$ cat src/rtl/kfps2kb_pkg.sv
// kfps2kb_pkg: shared capture-state enum and keycode constants for the keycode FIFO.
package kfps2kb_pkg;
  typedef enum logic {CAP_IDLE, CAP_ACK} cap_state_e;
  localparam logic [7:0] KB_CODE_OVERRUN  = 8'hFF;
  localparam logic [7:0] KB_CODE_SELFTEST = 8'hAA;
  localparam logic [7:0] KB_CODE_NONE     = 8'h00;
endpackage

$ cat src/rtl/kfps2kb_fifo_ram.sv
// kfps2kb_fifo_ram: DEPTHx8 keycode storage, synchronous write, asynchronous read.
module kfps2kb_fifo_ram #(
  parameter int DEPTH  = 16,
  parameter int ADDR_W = 4
) (
  input  logic              clock,
  input  logic              we_i,
  input  logic [ADDR_W-1:0] waddr_i,
  input  logic [7:0]        wdata_i,
  input  logic [ADDR_W-1:0] raddr_i,
  output logic [7:0]        rdata_o
);
  logic [7:0] mem_q [DEPTH];
  always_ff @(posedge clock)
    if (we_i) mem_q[waddr_i] <= wdata_i;
  assign rdata_o = mem_q[raddr_i];
endmodule

$ cat src/rtl/kfps2kb_keycode_fifo.sv
// kfps2kb_keycode_fifo: captures PS/2 controller keycodes into a FIFO and
// replays them to the PC-XT side with the same irq/keycode/clear handshake.
module kfps2kb_keycode_fifo
  import kfps2kb_pkg::*;
#(
  parameter int         DEPTH        = 16,
  parameter int         ADDR_W       = 4,
  parameter logic [7:0] OVERRUN_CODE = KB_CODE_OVERRUN
) (
  input  logic            clock,
  input  logic            reset_n,
  input  logic            kb_irq,
  input  logic [7:0]      kb_keycode,
  output logic            kb_clear,
  input  logic            flush,
  output logic            irq,
  output logic [7:0]      keycode,
  input  logic            clear_keycode,
  output logic [ADDR_W:0] count,
  output logic            overrun
);
  localparam logic [ADDR_W:0] FULL = (ADDR_W+1)'(DEPTH);
  localparam logic [ADDR_W:0] LAST = (ADDR_W+1)'(DEPTH - 1);
  cap_state_e state_q, state_d;
  logic kb_clear_q, kb_clear_d, irq_q, irq_d, overrun_q, overrun_d, clr_q;
  logic [7:0] keycode_q, keycode_d, rdata;
  logic [ADDR_W-1:0] wptr_q, wptr_d, rptr_q, rptr_d;
  logic [ADDR_W:0] count_q, count_d;
  logic push, pop, wr_en;
  assign push  = !flush && state_q == CAP_IDLE && kb_irq;
  assign pop   = !flush && clear_keycode && !clr_q && count_q != '0;
  assign wr_en = push && count_q != FULL;
  kfps2kb_fifo_ram #(.DEPTH(DEPTH), .ADDR_W(ADDR_W)) u_ram (
    .clock  (clock),
    .we_i   (wr_en),
    .waddr_i(wptr_q),
    .wdata_i(count_q == LAST ? OVERRUN_CODE : kb_keycode),
    .raddr_i(rptr_q),
    .rdata_o(rdata)
  );
  always_comb begin
    state_d    = state_q;
    kb_clear_d = 1'b0;
    if (flush) begin
      state_d    = CAP_IDLE;
      kb_clear_d = 1'b1;
    end else if (state_q == CAP_ACK) begin
      state_d = CAP_IDLE;
    end else if (kb_irq) begin
      state_d    = CAP_ACK;
      kb_clear_d = 1'b1;
    end
  end
  // Presentation follows the pre-update count, giving one cycle from push to irq.
  always_comb begin
    wptr_d    = flush ? '0 : wptr_q + ADDR_W'(wr_en);
    rptr_d    = flush ? '0 : rptr_q + ADDR_W'(pop);
    count_d   = flush ? '0 : count_q + (ADDR_W+1)'(wr_en) - (ADDR_W+1)'(pop);
    overrun_d = !flush && (overrun_q || (push && count_q >= LAST));
    irq_d     = !flush && !clear_keycode && count_q != '0;
    keycode_d = irq_d ? rdata : KB_CODE_NONE;
  end
  always_ff @(posedge clock or negedge reset_n)
    if (!reset_n) begin
      state_q    <= CAP_IDLE;
      kb_clear_q <= 1'b0;
      irq_q      <= 1'b0;
      keycode_q  <= KB_CODE_NONE;
      overrun_q  <= 1'b0;
      clr_q      <= 1'b0;
      wptr_q     <= '0;
      rptr_q     <= '0;
      count_q    <= '0;
    end else begin
      state_q    <= state_d;
      kb_clear_q <= kb_clear_d;
      irq_q      <= irq_d;
      keycode_q  <= keycode_d;
      overrun_q  <= overrun_d;
      clr_q      <= clear_keycode;
      wptr_q     <= wptr_d;
      rptr_q     <= rptr_d;
      count_q    <= count_d;
    end
  assign kb_clear = kb_clear_q;
  assign irq      = irq_q;
  assign keycode  = keycode_q;
  assign count    = count_q;
  assign overrun  = overrun_q;
endmodule

$ cat config.mk
export PLATFORM = sky130hd
export DESIGN_NAME = kfps2kb_keycode_fifo
export DESIGN_NICKNAME = d
export VERILOG_FILES = /design/src/rtl/kfps2kb_pkg.sv /design/src/rtl/kfps2kb_fifo_ram.sv /design/src/rtl/kfps2kb_keycode_fifo.sv
export SDC_FILE = /design/constraint.sdc
export NUM_CORES = 1
export LEC_CHECK = 0
export BUFFER_PORTS_ARGS = -buffer_cell sky130_fd_sc_hd__buf_2
export CAP_MARGIN = 40
export CELL_PAD_IN_SITES_DETAIL_PLACEMENT = 1
export CELL_PAD_IN_SITES_GLOBAL_PLACEMENT = 2
export CORE_MARGIN = 1.5
export CORE_UTILIZATION = 47
export DETAILED_ROUTE_END_ITERATION = 8
export PLACE_DENSITY = 0.84
export SETUP_SLACK_MARGIN = 0.5
export SYNTH_ARGS = -nofsm -noshare
export SYNTH_HDL_FRONTEND = slang
export SYNTH_SLANG_ARGS = --single-unit
$ cat constraint.sdc
create_clock -name clock -period 3.1 [get_ports clock]
set_input_delay 0.62 -clock clock [delete_from_list [all_inputs] [get_ports clock]]
set_output_delay 0.62 -clock clock [all_outputs]
set_load 0.01 [all_outputs]
After elaboration in Yosys (flattened, before gate mapping) --
Memories as Yosys holds them, arrays and structs flattened. Cells that the tools add are included.
Storage, ports and cells: bits in registers 26, memory bits (writable) 128, bits of input ports 13, logic and storage cells 44, memories kept 1
Operators by class: $add $sub $neg 4, magnitude comparators 1, equal/unequal tests 2, muxes and demuxes 11, bitwise logic cells 1, reductions and logical operators 15
Memories:
- u_ram.mem_q | depth 16, bits a word 8, read ports 1, clocked after Yosys merged registers in 0, wr ports 1, RTL line kfps2kb_fifo_ram.sv:13 | logic [7:0] mem_q [DEPTH];
Operators with widths (number):
- $mux W8 | 2
- $logic_and A1 B1 Y1 | 10
- $add A4 B1 Y4 | 2
- $mux W4 | 2
- $mux W1 | 6
- $add A5 B1 Y5 | 1
- $eq A5 B4 Y1 const B | 1
- $ge A5 B4 Y1 const B | 1
- $mux W5 | 1
- $ne A5 B5 Y1 const B | 1
- $reduce_bool A5 Y1 | 1
- $sub A5 B1 Y5 | 1
- $logic_not A1 Y1 | 3
- $logic_or A1 B1 Y1 | 1
- $not A1 Y1 | 1

Depth between registers and ports, before layout --
Gate-level depths: netlist of the first run.
depth in word-level cells 7, mapped depth 13, depth with buffers taken out 13

Modules after synthesis --
A second synthesis of the first run with hierarchy kept.
Second synthesis, totals: cells, all modules 332, area, all modules 6276.0 µm²
Modules (own cells, without submodules):
- kfps2kb_fifo_ram | times used 1, cells each 221, area an instance 4987.3 µm², seq. area each 3843.7 µm²
- kfps2kb_keycode_fifo | times used 1, cells each 111, area an instance 1288.7 µm², seq. area each 650.6 µm²

Least setup slack after synthesis of the first run --
Ideal clock, no wire load.
path kind input -> register, from input port flush, to register count_q[4], in the netlist count[4], arrival time 2.621 ns, data required time 2.976 ns, setup slack 0.355 ns, stages 12, buffers on the path 0, cell sequence or3b_4 a31oi_4 inv_1 ha_1 inv_1 ha_1 inv_1 fa_1 nand2b_1 a21oi_1 o21a_1 nor3_1
Between the ends: word-level cells in the longest chain between the ends 7
RTL lines:
- from (decl) | RTL line kfps2kb_keycode_fifo.sv:15 | input logic flush,
- $logic_not A1 Y1 | RTL line kfps2kb_keycode_fifo.sv:30, kfps2kb_keycode_fifo.sv:31
- $logic_and A1 B1 Y1 (2 in series) | RTL line kfps2kb_keycode_fifo.sv:30 | assign push = !flush && state_q == CAP_IDLE && kb_irq;
- $logic_and A1 B1 Y1 | RTL line kfps2kb_keycode_fifo.sv:32 | assign wr_en = push && count_q != FULL;
- $add A5 B1 Y5 | RTL line kfps2kb_keycode_fifo.sv:58 | count_d = flush ? '0 : count_q + (ADDR_W+1)'(wr_en) - (ADDR_W+1)'(pop);
- $sub A5 B1 Y5 | RTL line kfps2kb_keycode_fifo.sv:58
- $mux W5 * | RTL line kfps2kb_keycode_fifo.sv:58
- net count_d[4] | RTL line kfps2kb_keycode_fifo.sv:28 | logic [ADDR_W:0] count_q, count_d;
- to (signal assigned) | RTL line kfps2kb_keycode_fifo.sv:83 | count_q <= count_d;
- to (decl) | RTL line kfps2kb_keycode_fifo.sv:28
Mark *: on every way through the listed nets, which the timed path passes. The rest lies on a longest branch.

Worst setup path after layout of the first run --
Same ends and word-level chain as after synthesis.

==> flow_metrics.tcl, run 1 <==
set metrics [dict create \
    status "completed" \
    critical_path.startpoint "flush" \
    power_per_cell_area_nw_per_um2 709 \
    cts_inserted_buffers 17 \
    postSynth.asyncResetShare 0.169 \
    dpl-instance-area_um2 6670 \
    netlist_top_cells_count "sky130_fd_sc_hd__edfxtp_1 (128), sky130_fd_sc_hd__mux4_2 (32), sky130_fd_sc_hd__dfrtp_1 (26)" \
    ys.flop_type "sky130_fd_sc_hd__edfxtp_1" \
    wirelength_mm 13.3 \
    final_nets 418 \
    clock_tree.root_cell "sky130_fd_sc_hd__clkbuf_16" \
    flow.area_growth_from_synthesis_pct 19.5 \
    floorplan_die_width_um 118 \
    post_synth_inst_count 331 \
    ios 29 \
    synth_edf_count 128 \
    antenna_cells_inserted 0 \
    place.port_buffers 28 \
    synth_sequential_area_ratio 0.724 \
    fp.dieArea_um2 13900 \
    total_power_uw 5260 \
    clock_period_minus_final_worst_setup_slack_ps 2550 \
    grt_setup_unrepaired "false" \
    clockBufferDepth 2 \
    rows 41 \
    timing_worst_slew_pin_value_ps 802 \
    clk_latency_ps 430 \
    grt_pass1_wl_mm 20.8 \
    post_synth_num_cell_types 33 \
    holdBufCountCts 0 \
    worstRegToRegCells 12 \
    clock_h_tree_levels 4 \
    worst_ep_required_time_ps 3420 \
    gp_congestion 0.754 \
    logic_depth_of_the_worst_path_buffers_included 13 \
    drt-vias-per-instance 5.51 \
    grt_antenna_before_repair 0 \
    timing.reg2reg.setup_slack_ps 560 \
    final_area_um2 7420 \
    cap_violations 0 \
    floorplan.initialDensity 0.486 \
    crit_path_category "in -> reg" \
    max-vdd-ir-drop_v 0.000460 \
    synth_largest_area_cell "sky130_fd_sc_hd__edfxtp_1" \
    slew_headroom 0.465 \
    fin_tns_setup_ps 0 \
    crit_buf_inv 4 \
    fin_worst_skew_ps 10.6 \
    remaining_drc_errors 0 \
    grt-ovfl-total 0 \
    design.core.area_um2 12800 \
    worst-path-max-fanout 8 \
    hold_violations 0 \
    finalSetupViolations 0 \
    die_height_um 118 \
    mappedNetlistNets 358 \
    globalRouteTotalUtil 0.209 \
    power_leakage_uw 0.00262 \
    post_synth_instance_area_um2 6210 \
    mean_syn_cell_area_um2 18.8 \
    timing.critical_path.arrival_ps 2870 \
    place.detailed.hpwl_mm 8.48 \
    timing_max_transition_violations_final 0 \
    first_pass_iters 4 \
    fillers 1142 \
    synth.ff_latch_count 154 \
    rr_endpoint "count[4]$_DFF_PN0_" \
    clkTransAtPathRegs_ps 60 \
    cts_sinks 154 \
    achievable-frequency_mhz 392 \
    critPathCaptureType "flip-flop" \
    setup.worst_path.start_class "primary input" \
    route.antenna.remaining_nets 0 \
    clock_tree_from_tritoncts "yes" \
    post_drt_wl_per_cell_um 23.1 \
    crit-reg2reg-launch "state_q$_DFF_PN0_" \
    critical-path-top-cell-by-count "sky130_fd_sc_hd__inv_2" \
    synthDominantCellAreaShare 0.619 \
    hold-worst-slack_ps 225 \
    final_layout_size_suffix_gt1_frac 0.336 \
    critical-path-slowest-cell "sky130_fd_sc_hd__or3b_4" \
    crit_path_max_incr_delay_ps 440 \
    setup.worst_path.end "count[4]$_DFF_PN0_" \
    synthesis.yosys.warnings 0 \
    grt_pass1_vias 3567 \
    cp_top_family "adder cells" \
    crit_path_cell_trace "buf_2 > or3b_4 > a31oi_4 > inv_1 > ha_1 > inv_2 > ha_4 > inv_2 > fa_2 > nand2b_4 > a21oi_4 > o21a_1 > nor3_2" \
    yosysMostFrequentCell "sky130_fd_sc_hd__edfxtp_1" \
    ys_top_cells_by_area "sky130_fd_sc_hd__edfxtp_1 (62%), sky130_fd_sc_hd__mux4_2 (12%), sky130_fd_sc_hd__dfrtp_1 (10%), sky130_fd_sc_hd__ha_1 (2.6%), sky130_fd_sc_hd__a211oi_1 (1.9%)" \
    initial_drc_count 188 \
    grt_start_max_net_pins 27 \
    final_worst_path_cycle_share 0.822 \
    hold_class "in -> async" \
    dr_total_vias 3165 \
]
## kinds of logic (layout without fill, tap and decap cells)
group	after synthesis	count (layout)	share of synthesized area
flip-flops	154	154	0.724
AND/OR/NAND/NOR	66	66	0.0599
multiplexers	40	40	0.129
buffers and inverters	29	100	0.0216
AO/OA/AOI/OAI	22	22	0.0278
adder cells (fa/ha/maj)	14	14	0.0294
XOR/XNOR	6	6	0.00847
## metal layers
layer / global-route usage / share of wire / wire (um) / up-vias
li1: - / - / - / 1412
met1: 0.264 / 0.42 / 5570 / 1655
met2: 0.346 / 0.52 / 6900 / 79
met3: 0.0572 / 0.043 / 577 / 19
met4: 0.0823 / 0.018 / 240 / 0
met5: 0 / 0 / 0 / -
## power breakdown
group	leakage [uW]	switching (uW)	internal (uW)	total, uW
registers	0.00150	56.2	2310	2370
logic	0.000835	376	355	731
clock network	0.000293	759	1400	2160
total	0.00262	1190	4070	5260
## per-stage QoR
stage          setup slack [ps]   util  cells
4_1_cts                     496  0.578    572
6_report                    550  0.581    574
3_3_place_gp                235  0.522    535
2_1_floorplan               436      -    331
5_1_grt                     458  0.581    574
3_5_place_dp                154  0.522    535
## cell type report
| cell class | count | area, um^2 | area share |
|---|---|---|---|
| Sequential cell | 154 | 4500 | 0.606 |
| Clock inverter | 11 | 178 | 0.0240 |
| Inverter | 12 | 45.0 | 0.00607 |
| Tap cell | 172 | 215 | 0.0290 |
| Multi-Input combinational cell | 148 | 1660 | 0.224 |
| Clock buffer | 19 | 433 | 0.0584 |
| Timing Repair Buffer | 58 | 390 | 0.0526 |
## sequential cells by signal, summed over array words and instances (netlist names)
name / count
overrun: 1
wptr_q: 4
irq: 1
u_ram.mem_q: 128
clr_q: 1
count: 5
kb_clear: 1
rptr_q: 4
state_q: 1
keycode: 8
## cell usage in the layout, fill, tap and decap left out, types with 4 or more instances in the layout
cell / netlist / layout
sky130_fd_sc_hd__mux2i_1: 8 / 8
sky130_fd_sc_hd__nor2b_1: 10 / 10
sky130_fd_sc_hd__mux4_2: 32 / 32
sky130_fd_sc_hd__ha_1: 13 / 11
sky130_fd_sc_hd__clkbuf_16: 0 / 17
sky130_fd_sc_hd__edfxtp_1: 128 / 128
sky130_fd_sc_hd__a211oi_1: 16 / 16
sky130_fd_sc_hd__buf_2: 8 / 28
sky130_fd_sc_hd__nor2_1: 20 / 19
sky130_fd_sc_hd__clkinv_1: 0 / 4
sky130_fd_sc_hd__nand2b_1: 13 / 12
sky130_fd_sc_hd__inv_2: 0 / 4
sky130_fd_sc_hd__nand3_1: 4 / 4
sky130_fd_sc_hd__inv_1: 12 / 8
sky130_fd_sc_hd__dfrtp_1: 26 / 23
sky130_fd_sc_hd__buf_4: 2 / 28
sky130_fd_sc_hd__bufinv_16: 0 / 5
## what timing repair did
item	4_1_cts	5_1_grt
cloned	0	0
resized for setup	12	5
endpoints found under the setup margin	4	1
pin swaps	6	5
setup buffers	7	2
## how the worst min path moves through the flow
| stage | start | to |
|---|---|---|
| CTS | reset_n | count[0]$_DFF_PN0_ |
| detailed placement | overrun$_DFF_PN0_ | overrun$_DFF_PN0_ |
| global placement | state_q$_DFF_PN0_ | kb_clear$_DFF_PN0_ |
| finish | reset_n | count[0]$_DFF_PN0_ |
| floorplan | reset_n | clr_q$_DFF_PN0_ |
| global route | reset_n | overrun$_DFF_PN0_ |
(Power assumes the default switching activity.)
==> inputs of run 2 (changes only) <==
clock period = 2.5 ns   (was 3.1 ns; I/O delays follow)
==> flow_metrics.tcl, run 2 (synthesis gave the netlist of run 1 again) <==
set metrics [dict create \
    grt_start_max_net_pins 27 \
    achievable-frequency_mhz 381 \
    final_nets 446 \
    ios 29 \
    first_pass_iters 4 \
    crit-reg2reg-launch "count[2]$_DFF_PN0_" \
    place.detailed.instances 545 \
    globalRouteTotalUtil 0.223 \
    setup.worst_path.start_class "flip-flop" \
    drt-vias-per-instance 5.58 \
    clock_h_tree_levels 4 \
    die_height_um 118 \
    power_switching_share 0.237 \
    dr_total_vias 3368 \
    worst_ep_required_time_ps 2810 \
    timing.critical_path.arrival_ps 2930 \
    final_worst_path_cycle_share 1.05 \
    layout_commonest_cell "sky130_fd_sc_hd__edfxtp_1" \
    finalSetupViolations 1 \
    violations "setup timing" \
    fp.dieArea_um2 13900 \
    grt_pass1_wl_mm 21.9 \
    grt_antenna_before_repair 0 \
    place.detailed.hpwl_mm 8.72 \
    final_layout_size_suffix_gt1_frac 0.456 \
    final_critical_path_setup_slack_ps -121 \
    comb_power_share 0.177 \
    clock_tree_from_tritoncts "yes" \
    cap_violations 0 \
    initial_drc_count 235 \
    cts_inserted_buffers 17 \
    clock_period_minus_final_worst_setup_slack_ps 2620 \
    timing_worst_slew_pin_value_ps 713 \
    clk_latency_ps 420 \
    hold_class "in -> async" \
    stdcell_count 604 \
    fin_tns_setup_ps -121 \
    power_leakage_uw 0.00281 \
    holdBufCountCts 0 \
    flow.area_growth_from_synthesis_pct 29.7 \
    place_worst_setup_slack_ps -263 \
    max-vdd-ir-drop_v 0.000622 \
    cts_sinks 154 \
    internal_power_uw 5100 \
    p_switching_uw 1580 \
    largest-register "u_ram.mem_q" \
    fin_worst_skew_ps 5.67 \
    floorplan.initialDensity 0.486 \
    clkTransAtPathRegs_ps 60 \
    status "complete, but fails checks" \
    hold_violations 0 \
    route.antenna.remaining_nets 0 \
    worst-path-max-fanout 2 \
    antenna_cells_inserted 0 \
    floorplan_die_width_um 118 \
    clock_tree.root_cell "sky130_fd_sc_hd__clkbuf_16" \
    rr_endpoint "count[4]$_DFF_PN0_" \
    slew_headroom 0.525 \
    worstRegToRegCells 13 \
    rows 41 \
    design.core.area_um2 12800 \
    timing_max_transition_violations_final 0 \
    final_cell_mix "sky130_fd_sc_hd__edfxtp_1 (128), sky130_fd_sc_hd__mux4_2 (32), sky130_fd_sc_hd__buf_4 (29)" \
    grt_setup_unrepaired "true" \
    crit_path_category "reg -> reg" \
    clock_power_share 0.387 \
    critPathCaptureType "flip-flop" \
    clockBufferDepth 2 \
    wirelength_mm 15.0 \
    gp_congestion 0.733 \
    place.port_buffers 28 \
    post_drt_wl_per_cell_um 24.8 \
    grt_pass1_vias 3575 \
    power_per_cell_area_nw_per_um2 829 \
    timing.reg2reg.setup_slack_ps -120 \
    power_frac_seq 0.436 \
    remaining_drc_errors 0 \
    largest_reg_flops 128 \
    grt-ovfl-total 0 \
    fillers 1101 \
]
run 2: cell count changes in the layout (fill, tap and decap cells not counted), sizes merged:
| cell | before | now |
|---|---|---|
| clkbuf | 19 | 22 |
| clkinv | 5 | 7 |
| bufinv | 5 | 3 |
| buf | 58 | 86 |
| clkinvlp | 1 | 0 |
run 2: worst max path at each step:
stage,depth (start not counted),endpoint,slack (ps),startpoint
final,13,count[4]$_DFF_PN0_,-120,count[2]$_DFF_PN0_
after global routing,13,count[4]$_DFF_PN0_,-230,count[2]$_DFF_PN0_
after CTS,13,count[4]$_DFF_PN0_,10,count[2]$_DFF_PN0_
after detailed placement,13,count[4]$_DFF_PN0_,-260,flush
after global placement,13,count[4]$_DFF_PN0_,-210,flush
after floorplan,12,count[4]$_DFF_PN0_,-60,flush
run 2: metrics by stage:
| stage | power (uW) | utilization | area [um^2] | hold slack, ps |
|---|---|---|---|---|
| finish | 6680 | 0.630 | 8050 | 118 |
| global route | 6900 | 0.630 | 8050 | 159 |
| CTS | 6540 | 0.605 | 7730 | 126 |
| detailed placement | 3850 | 0.541 | 6910 | 525 |
| global placement | 3810 | 0.541 | 6910 | 524 |
| floorplan | 3520 | - | 6320 | 204 |
run 2: cell type report:
type                            instances  area (um^2)  share of cell area
Tap cell                              172          215              0.0267
Multi-Input combinational cell        148         1910               0.237
Clock buffer                           22          474              0.0589
Timing Repair Buffer                   86          787              0.0977
Inverter                               12         47.5             0.00590
Clock inverter                         10          121              0.0151
Sequential cell                       154         4500               0.559
run 2: critical path, stage by stage (launching register included):
cell                       delay (ps)
sky130_fd_sc_hd__dfrtp_1          370
sky130_fd_sc_hd__inv_2             60
sky130_fd_sc_hd__ha_4             160
sky130_fd_sc_hd__and3_4           170
sky130_fd_sc_hd__nor4b_4          380
sky130_fd_sc_hd__ha_4             270
sky130_fd_sc_hd__inv_4             60
sky130_fd_sc_hd__ha_4             130
sky130_fd_sc_hd__inv_2             40
sky130_fd_sc_hd__fa_2             360
sky130_fd_sc_hd__nand2b_4         160
sky130_fd_sc_hd__a21oi_4          160
sky130_fd_sc_hd__o21a_1           150
sky130_fd_sc_hd__nor3_2            40
run 2: power groups by stage:
stage          logic, uW  registers, uW  clock network [uW]
2_1_floorplan        527           2990                   0
3_3_place_gp         842           2970                   0
3_5_place_dp         874           2970                   0
4_1_cts             1000           2920                2620
5_1_grt             1270           2920                2710
6_report            1180           2910                2580
run 2: routing by layer:
layer,global-route usage,part of all wire,wire length [um]
met3,0.0475,0.045,679
met5,0,0,0
met4,0.0831,0.033,492
met1,0.280,0.39,5820
met2,0.383,0.53,7970
run 2: repair_timing:
action,4_1_cts,5_1_grt
endpoints found under the setup margin,189,253
endpoints found under the hold margin,0,0
buffers inserted,13,14
pin swaps,13,18
gates resized for setup,25,46
==> inputs of run 3 (changes only) <==
CORE_MARGIN = unset   (was 1.5)
==> flow_metrics.tcl, run 3 (synthesis gave the netlist of run 1 again) <==
set metrics [dict create \
    rows 41 \
    achievable-frequency_mhz 397 \
    crit-reg2reg-launch "count[2]$_DFF_PN0_" \
    grt-ovfl-total 0 \
    final_cell_mix "sky130_fd_sc_hd__edfxtp_1 (128), sky130_fd_sc_hd__buf_4 (38), sky130_fd_sc_hd__mux4_2 (32)" \
    grt_pass1_wl_mm 22.0 \
    first_pass_iters 4 \
    dpl-instance-area_um2 6890 \
    timing.critical_path.arrival_ps 2870 \
    fin_tns_setup_ps -19.4 \
    setup.worst_path.start_class "flip-flop" \
    power_switching_share 0.241 \
    fillers 1087 \
    grt_most_used_layer "met2" \
    fp.dieArea_um2 13700 \
    grt_use_met3 0.0582 \
    drt-vias-per-instance 5.51 \
    clock_period_minus_final_worst_setup_slack_ps 2520 \
    internal_power_uw 5000 \
    fin_worst_skew_ps 8.89 \
    critical-path-top-cell-by-count "sky130_fd_sc_hd__ha_4" \
    crit_path_category "reg -> reg" \
    final_critical_path_setup_slack_ps -19.4 \
    clock_tree.root_cell "sky130_fd_sc_hd__clkbuf_16" \
    status "complete, but fails checks" \
    post_drt_wl_per_cell_um 25.1 \
    power_frac_seq 0.443 \
    clk_latency_ps 430 \
    ios 29 \
    floorplan.initialDensity 0.486 \
    final_nets 454 \
    globalRouteTotalUtil 0.239 \
    wirelength_mm 15.4 \
    crit_buf_inv 3 \
    clockBufferDepth 2 \
    p_switching_uw 1580 \
    worst-path-max-fanout 2 \
    grt_antenna_before_repair 0 \
    slew_headroom 0.471 \
    worst_ep_required_time_ps 2850 \
    place.detailed.hpwl_mm 8.94 \
    place.detailed.instances 546 \
    largest_reg_flops 128 \
    initial_drc_count 258 \
    gp_congestion 0.731 \
    grt_util_met1 0.281 \
    grt_setup_unrepaired "true" \
    grt.met2_usage 0.415 \
    floorplan_die_width_um 117 \
    dr_total_vias 3370 \
    critical-path-slowest-cell "sky130_fd_sc_hd__dfrtp_1" \
    comb_power_share 0.163 \
    die_height_um 117 \
    cts_sinks 154 \
    clock_h_tree_levels 4 \
    critical_path.startpoint "count[2]$_DFF_PN0_" \
    timing_worst_slew_pin_value_ps 793 \
    final_layout_size_suffix_gt1_frac 0.475 \
    power_per_cell_area_nw_per_um2 812 \
    remaining_drc_errors 0 \
    max-vdd-ir-drop_v 0.000546 \
    layout_commonest_cell "sky130_fd_sc_hd__edfxtp_1" \
    stdcell_count 612 \
    crit_path_max_incr_delay_ps 370 \
    cap_violations 0 \
    critPathCaptureType "flip-flop" \
    flow.area_growth_from_synthesis_pct 30.6 \
    finalSetupViolations 1 \
    clkTransAtPathRegs_ps 60 \
    grt_pass1_vias 3717 \
    power_leakage_uw 0.00285 \
    route.antenna.remaining_nets 0 \
    final_worst_path_cycle_share 1.01 \
    largest-register "u_ram.mem_q" \
    cts_inserted_buffers 17 \
    place.port_buffers 28 \
    violations "setup timing" \
    clock_power_share 0.394 \
    grt_start_max_net_pins 27 \
    antenna_cells_inserted 0 \
    crit_path_cell_trace "inv_2 > ha_4 > and3_4 > nor4b_4 > ha_4 > inv_4 > ha_4 > inv_2 > fa_2 > nand2b_4 > a21oi_2 > nor3_1 > nor3_1" \
    hold_class "in -> async" \
    hold_violations 0 \
    cp_top_family "adder cells" \
    holdBufCountCts 0 \
    timing_max_transition_violations_final 0 \
    clock_tree_from_tritoncts "yes" \
    final_area_um2 8110 \
    design.core.area_um2 12800 \
]
-- run 3: cell count changes in the layout (fill, tap and decap cells not counted), sizes merged --
cell,change
clkbuf,-3
clkinv,+2
buf,+8
clkinvlp,+1
-- run 3: final cells by class --
type                       instances  area (um^2)  share of cell area
clock inverter                    13          153              0.0188
tap                              172          215              0.0265
clock buffer                      19          443              0.0546
timing repair buffer              94          822               0.101
multi-input combinational        148         1930               0.238
sequential                       154         4500               0.555
inverter                          12         47.5             0.00586
-- run 3: power by group through the flow --
| stage | sequential [uW] | combinational (uW) | clock, uW |
|---|---|---|---|
| detailed placement | 2970 | 874 | 0 |
| CTS | 2910 | 975 | 2610 |
| global route | 2920 | 1180 | 2710 |
| global placement | 2960 | 842 | 0 |
| finish | 2920 | 1080 | 2600 |
| floorplan | 2990 | 527 | 0 |
-- run 3: path summary, 6_finish.rpt --
| check | endpoint | slack [ps] | cells after the start |
|---|---|---|---|
| hold / removal | count[3]$_DFF_PN0_ | 90 | 1 |
| max in group asynchronous | rptr_q[0]$_DFF_PN0_ | 1900 | 1 |
| setup / recovery | count[4]$_DFF_PN0_ | -20 | 13 |
| min in group clock | clr_q$_DFF_PN0_ | 220 | 1 |
| hold reg to reg | kb_clear$_DFF_PN0_ | 620 | 2 |
| setup reg to reg | count[4]$_DFF_PN0_ | -20 | 13 |
-- run 3: metrics by stage --
step / util / hold WS [ps] / power [uW] / worst slack (ps)
finish: 0.635 / 93.5 / 6590 / -19.4
global route: 0.635 / 153 / 6810 / -196
CTS: 0.604 / 118 / 6500 / 28.7
detailed placement: 0.540 / 532 / 3840 / -273
global placement: 0.540 / 520 / 3800 / -210
floorplan: - / 204 / 3520 / -63.6
-- run 3: timing repair --
action | 4_1_cts | 5_1_grt
setup endpoints to repair | 140 | 268
resized for setup | 13 | 59
buffers inserted | 19 | 15
pin swaps | 6 | 19
-- run 3: per-layer routing --
| metal | wire length (um) | vias up | part of all wire |
|---|---|---|---|
| li1 | - | 1479 | - |
| met1 | 6200 | 1770 | 0.40 |
| met2 | 8280 | 99 | 0.54 |
| met3 | 570 | 22 | 0.037 |
| met4 | 339 | 0 | 0.022 |
| met5 | 0 | - | 0 |
